`config.mk`:
```
export PLATFORM = sky130hd
export DESIGN_NAME = bcd_updown_counter_flat
export DESIGN_NICKNAME = d
export VERILOG_FILES = /design/src/rtl/bcd_updown_counter_if.sv /design/src/rtl/bcd_updown_counter.sv /design/src/flat_wrapper.sv
export SDC_FILE = /design/constraint.sdc
export NUM_CORES = 1
export LEC_CHECK = 0
export ABC_AREA = 1
export BUFFER_PORTS_ARGS = -buffer_cell sky130_fd_sc_hd__buf_2
export CORE_MARGIN = 5
export CORE_UTILIZATION = 57
export CTS_BUF_LIST = sky130_fd_sc_hd__clkbuf_4 sky130_fd_sc_hd__clkbuf_8
export CTS_CLUSTER_DIAMETER = 100
export CTS_CLUSTER_SIZE = 40
export DETAILED_ROUTE_END_ITERATION = 12
export GPL_TIMING_DRIVEN = 0
export PLACE_DENSITY = 0.92
export SLEW_MARGIN = 15
export SYNTH_ARGS = -nofsm -noshare
export SYNTH_HDL_FRONTEND = slang
export SYNTH_SLANG_ARGS = --single-unit
```
`constraint.sdc`:
```
create_clock -name clock_i -period 3.14 [get_ports clock_i]
set_clock_uncertainty 0.1 [all_clocks]
set_input_delay 0.628 -clock clock_i [delete_from_list [all_inputs] [get_ports clock_i]]
set_output_delay 0.628 -clock clock_i [all_outputs]
set_load 0.01 [all_outputs]
```
`src/rtl/bcd_updown_counter_if.sv`:
```
// Control and status bundle for the BCD up/down counter.
// The master drives the count controls; the slave (the counter) returns the count and flags.
interface bcd_updown_counter_if #(
    parameter int DIGITS = 2
);
    localparam int W = 4 * DIGITS;

    logic         enable;
    logic         up_down;
    logic         load;
    logic [W-1:0] load_val;
    logic [W-1:0] limit;
    logic [W-1:0] count;
    logic         tc;
    logic         wrap;
    logic         load_err;

    modport master (
        output enable, up_down, load, load_val, limit,
        input  count, tc, wrap, load_err
    );

    modport slave (
        input  enable, up_down, load, load_val, limit,
        output count, tc, wrap, load_err
    );
endinterface

```
`src/rtl/bcd_updown_counter.sv`:
```
// Multi-decade BCD up/down counter with a programmable wrap limit and validated parallel load.
// tc is combinational and flags that the next enabled edge wraps, for chaining higher decades.
module bcd_updown_counter #(
    parameter int DIGITS = 2
) (
    input logic                  clock_i,
    input logic                  reset_i,
    bcd_updown_counter_if.slave  bus
);
    localparam int W = 4 * DIGITS;

    logic [W-1:0]      count_q, count_d;
    logic              wrap_q, wrap_d;
    logic              err_q, err_d;
    logic [W-1:0]      lim_eff, inc_val, dec_val;
    logic [DIGITS-1:0] lim_bad, ld_bad, low_nine, low_zero;
    logic              load_ok, at_top, at_zero;

    // Per-decade carry/borrow chain: a digit moves only when every lower digit is 9 (up) or 0 (down).
    for (genvar k = 0; k < DIGITS; k++) begin : g_digit
        logic [3:0] d;
        assign d          = count_q[4*k +: 4];
        assign lim_bad[k] = bus.limit[4*k +: 4] > 4'd9;
        assign ld_bad[k]  = bus.load_val[4*k +: 4] > 4'd9;

        if (k == 0) begin : g_lsd
            assign low_nine[k] = 1'b1;
            assign low_zero[k] = 1'b1;
        end else begin : g_upper
            assign low_nine[k] = low_nine[k-1] & (count_q[4*(k-1) +: 4] == 4'd9);
            assign low_zero[k] = low_zero[k-1] & (count_q[4*(k-1) +: 4] == 4'd0);
        end

        assign inc_val[4*k +: 4] = !low_nine[k] ? d : ((d == 4'd9) ? 4'd0 : d + 4'd1);
        assign dec_val[4*k +: 4] = !low_zero[k] ? d : ((d == 4'd0) ? 4'd9 : d - 4'd1);
    end

    // With every nibble in 0..9 a plain binary compare orders BCD values correctly.
    assign lim_eff = (|lim_bad) ? {DIGITS{4'h9}} : bus.limit;
    assign load_ok = ~(|ld_bad) && (bus.load_val <= lim_eff);
    assign at_top  = count_q >= lim_eff;
    assign at_zero = count_q == '0;

    always_comb begin
        count_d = count_q;
        wrap_d  = 1'b0;
        err_d   = 1'b0;
        if (bus.load) begin
            if (load_ok) count_d = bus.load_val;
            else         err_d   = 1'b1;
        end else if (bus.enable) begin
            if (bus.up_down) begin
                count_d = at_top ? '0 : inc_val;
                wrap_d  = at_top;
            end else begin
                count_d = at_zero ? lim_eff : dec_val;
                wrap_d  = at_zero;
            end
        end
    end

    always_ff @(posedge clock_i) begin
        if (reset_i) begin
            count_q <= '0;
            wrap_q  <= 1'b0;
            err_q   <= 1'b0;
        end else begin
            count_q <= count_d;
            wrap_q  <= wrap_d;
            err_q   <= err_d;
        end
    end

    assign bus.count    = count_q;
    assign bus.wrap     = wrap_q;
    assign bus.load_err = err_q;
    assign bus.tc       = bus.enable & ((bus.up_down & at_top) | (~bus.up_down & at_zero));
endmodule

```
`src/flat_wrapper.sv`:
```
// flat-port wrapper written by rule: the top's interface ports become plain ports
module bcd_updown_counter_flat 
#(
    parameter int DIGITS = 2
)
  (clock_i, reset_i, bus_enable, bus_up_down, bus_load, bus_load_val, bus_limit, bus_count, bus_tc, bus_wrap, bus_load_err);
  bcd_updown_counter_if #(.DIGITS(DIGITS)) bus_i ();
  input logic clock_i;
  input logic reset_i;
  input wire logic [$bits(bus_i.enable)-1:0] bus_enable;
  input wire logic [$bits(bus_i.up_down)-1:0] bus_up_down;
  input wire logic [$bits(bus_i.load)-1:0] bus_load;
  input wire logic [$bits(bus_i.load_val)-1:0] bus_load_val;
  input wire logic [$bits(bus_i.limit)-1:0] bus_limit;
  output wire logic [$bits(bus_i.count)-1:0] bus_count;
  output wire logic [$bits(bus_i.tc)-1:0] bus_tc;
  output wire logic [$bits(bus_i.wrap)-1:0] bus_wrap;
  output wire logic [$bits(bus_i.load_err)-1:0] bus_load_err;
  assign bus_i.enable = bus_enable;
  assign bus_i.up_down = bus_up_down;
  assign bus_i.load = bus_load;
  assign bus_i.load_val = bus_load_val;
  assign bus_i.limit = bus_limit;
  assign bus_count = bus_i.count;
  assign bus_tc = bus_i.tc;
  assign bus_wrap = bus_i.wrap;
  assign bus_load_err = bus_i.load_err;
  bcd_updown_counter #(.DIGITS(DIGITS)) u_core (.clock_i(clock_i), .reset_i(reset_i), .bus(bus_i));
endmodule
```
==> metrics list <==
- Result of the run: finished, final reports clean
* Most frequent cell on the critical path: nor2_1
* Post-synthesis simple-gate area fraction: 40.0%
- Sequential cell area fraction in the yosys report: 13.6%
- Met1 Track Usage GR: 28.0%
* Kind of start point of the critical path: primary input
- Fraction of post-synthesis cell area in the top cell type by area: a little under 20%
* Final cell area excluding filler cells: 1880 µm²
- Minimum clock period after layout: 3.13 ns
- The worst-case IR drop observed on VDD is 0.333 mV.
- For this block, the routed nets add up to roughly 4.6 mm of wire.
* Peak clock frequency supported by timing: 0.320 GHz
- A synthesized cell averages 5.84 µm².
- Die Footprint: around 3700 µm²
- At the pin with the least slew margin, the transition time is 0.376 ns.
* Mapped Nets: 296
* Worst rel slew slack: around three quarters
- I/O pin cnt: 32
- For this run, asynchronously set or reset flops after synthesis account for 0%.
* Pin count of the biggest net entering global routing: 11
- Grt ovf: 0
- Post-placement cell area: about 1700 µm²
- Worst min-delay path category: primary input to flop
- The first global-routing pass estimated 6.74 mm of wire.
- Number of synthesized register bits: 10
- At the worst endpoint, the required time is 2.41 ns.
* Buffers plus inverters on the worst setup path: 3
* Number of enable-type register cells in the synthesized netlist: 0
* Number of buffers inserted during clock tree synthesis: 3
* Number of hold violations in the final report: 0
- Routability-driven placement finished with a final weighted congestion of about 0.91.
- Dividing the detail-routed via count by the number of cells gives 5.68.
- Cell with the largest stage delay on the worst path: o21ai_4
- Cells traversed along the worst timing path: buf_2 > o21ai_4 > o21ai_4 > nor2_2 > inv_2 > ha_4 > nand2_2 > nor2_1 > nor2_1 > nand2_1 > nand2_2 > nand2_4 > a21oi_4 > nor2_1 > buf_2
- The layout has between 150 and 200 filler cells.
- Of all nets on the critical path, the largest fanout is 4.
* Crit path max-delay family: simple AND/OR/NAND/NOR gates
- Drt first-iter violations: 136
- Routed wirelength normalized by instance count: between 10 and 15 µm
* GR met2 Demand/Resource: 43.7%
- Final worst-path cycle share: 99.6%
- Final core utilization: between 70% and 80%
- Row generation in the floorplan step produced 18 rows.
- The routed layout has 1840 vias.
- The cell sitting at the root of the clock tree is a clkbuf_4.
- IO Port Bufs: 29
* Largest incremental delay on the critical path: 0.22 ns
- Top FF cell, synth: dfxtp_1
- Met3 track demand over resource in global routing: between 4 and 5%
* Mux share of post-synthesis cell area: 0%
- Final setup violation count: 0
- Setup repair after global routing could not meet its margin everywhere.
* P&R area growth vs syn: 27.2%
- The repair_antennas step left the layout with diodes totalling 0.
- For this run, the post-layout net count is between 300 and 400.
- Counting distinct cell types in the post-synthesis netlist gives 27.
* Die extent in y: 60.9 µm
* Post-Synth XOR/XNOR Area: 2.37%
- Total number of clock tree sinks: 10
- Once the floorplan was initialized, standard cells occupied 59.6% of the core.
* Initial antenna violation count: 0
- The number of pins exceeding their max-slew limit in the final report was 0.
* Number of nets with antenna violations after detailed routing: 0
- Power density cells: 320 nW/µm²
- STA classifies the critical path endpoint as an output port.
- The synthesized netlist devotes 18.6% of its cell area to adder and majority cells.
- Cell type with the highest aggregate area in the netlist: nand2_1
- Summed over all cells, the static leakage comes to 1.04 nW.
* Yosys warns: 0
* Number of iterations in the first detailed-routing pass: 4
- From left edge to right edge, the die measures 60.9 µm.
- Detailed placement ended at an HPWL of a little over 3 mm.
- After synthesis, the largest family of logic cells by area is simple AND/OR/NAND/NOR gates.
- Clock tree from TritonCTS: done
- Most frequently used cell type in the post-synthesis netlist: nand2_1
- All-Layer GR Usage: 23.6%
- Layout cell share with drive strength beyond 1: 25.9%
* Synthesized-area fraction occupied by ao, oa, aoi and oai cells: roughly an eighth
- In this run the number of H-tree levels came out at 1.
- The via count of the first global-routing pass came to 1629.
- Sorting the synthesized cells by how often they occur yields nand2_1 (76), nor2_1 (36), inv_1 (32).
* Crit Path Category: primary input to output port
* Crit path arrival time: roughly 2.4 ns
- Number of max-cap violations: 0
- In this run the cell area of the synthesized design comes to 1480 µm².
- Busiest layer in global routing: met2
- Residual DRC: 0
- Clock latency of the later-clocked register in the worst-skew pair: 0.26 ns
- After clock tree synthesis, the clock-pin slew on the worst setup and hold paths is around 0.06 ns.
* Hold buffers post-CTS: 0
- In this run the deepest clock path goes through 2 buffers.
- Area of the core: 2480 µm²
- Ranked by total cell area, the synthesized netlist is headed by nand2_1 (19%), ha_1 (19%), dfxtp_1 (14%).
- Syn Inst Count: between 200 and 300
## metal layers
metal	wire (µm)	up-vias
met5	0	-
met4	218	0
met3	332	32
met2	2280	104
met1	1750	808
li1	-	896
## worst paths after layout
kind | start | endpoint | slack, ns | cells past startpoint
setup / recovery | bus_limit[2] | bus_tc | 0.01 | 15
hold / removal | reset_i | u_core.bus.load_err | 0.45 | 2
setup reg to reg | u_core.bus.count[0] | u_core.bus.count[4] | 0.80 | 14
hold reg to reg | u_core.bus.count[6] | u_core.bus.count[6] | 0.54 | 2
## cell type report
class | count | area, µm² | share of cell area (%)
Tap cell | 30 | 37.5 | 2.00
Timing Repair Buffer | 38 | 223 | 11.9
Clock buffer | 3 | 22.5 | 1.20
Multi-Input combinational cell | 202 | 1210 | 64.6
Inverter | 37 | 139 | 7.40
Sequential cell | 10 | 200 | 10.7
Buffer | 4 | 42.5 | 2.27
## sequential cells by signal, indices dropped and copies added, names as in the netlist
register and cells:
u_core.bus.wrap 1, u_core.bus.load_err 1, u_core.bus.count 8
## repair_timing
| item | CTS | global route |
|---|---|---|
| setup endpoints to repair | 1 | 1 |
| pin swaps | 1 | 14 |
| resized for setup | 6 | 22 |
| buffers inserted | 1 | 8 |
| cloned | 0 | 0 |
## per-stage QoR
stage               setup TNS [ns]  std cells  hold WS [ns]  setup slack (ns)  total power, mW
CTS                              0        316         0.442            0.0264            0.550
detailed placement          -0.200        312         0.521            -0.200            0.458
floorplan                        0        253         0.485             0.370            0.377
global placement            -0.162        312         0.507            -0.162            0.447
finish                           0        324         0.447            0.0121            0.600
global route               -0.0694        324         0.435           -0.0694            0.659
## report_power, final
group | leakage (nW) | switching, mW | internal, mW | total, mW
Clock | 0.0138 | 0.0403 | 0.0441 | 0.0844
Combinational | 0.942 | 0.210 | 0.140 | 0.349
Sequential | 0.0825 | 0.0269 | 0.139 | 0.166
## cells in the final DEF (no fill, tap or decap), types with 2 or more instances in the layout
cell,count
inv_2,8
nor2_1,30
nand4_1,2
ha_1,18
a21oi_1,11
nor2_4,2
nand2_2,5
nand2_1,72
ha_4,4
nor2_2,5
nor3_1,2
o21ai_0,14
inv_1,29
clkbuf_8,2
xor2_1,3
buf_6,2
buf_2,28
o21ai_1,2
nand3_1,18
clkbuf_4,4
dfxtp_1,10
o21a_1,2
buf_4,9
o21ai_4,2
## logic make-up (layout without fill, tap and decap cells)
logic type,Yosys count,count (layout)
adder cells (fa/ha/maj),22,22
buffers and inverters,41,82
AND/OR/NAND/NOR,140,140
XOR/XNOR,4,4
AO/OA/AOI/OAI,36,36
flip-flops,10,10
No activity file was read; power rests on OpenSTA's default activity.
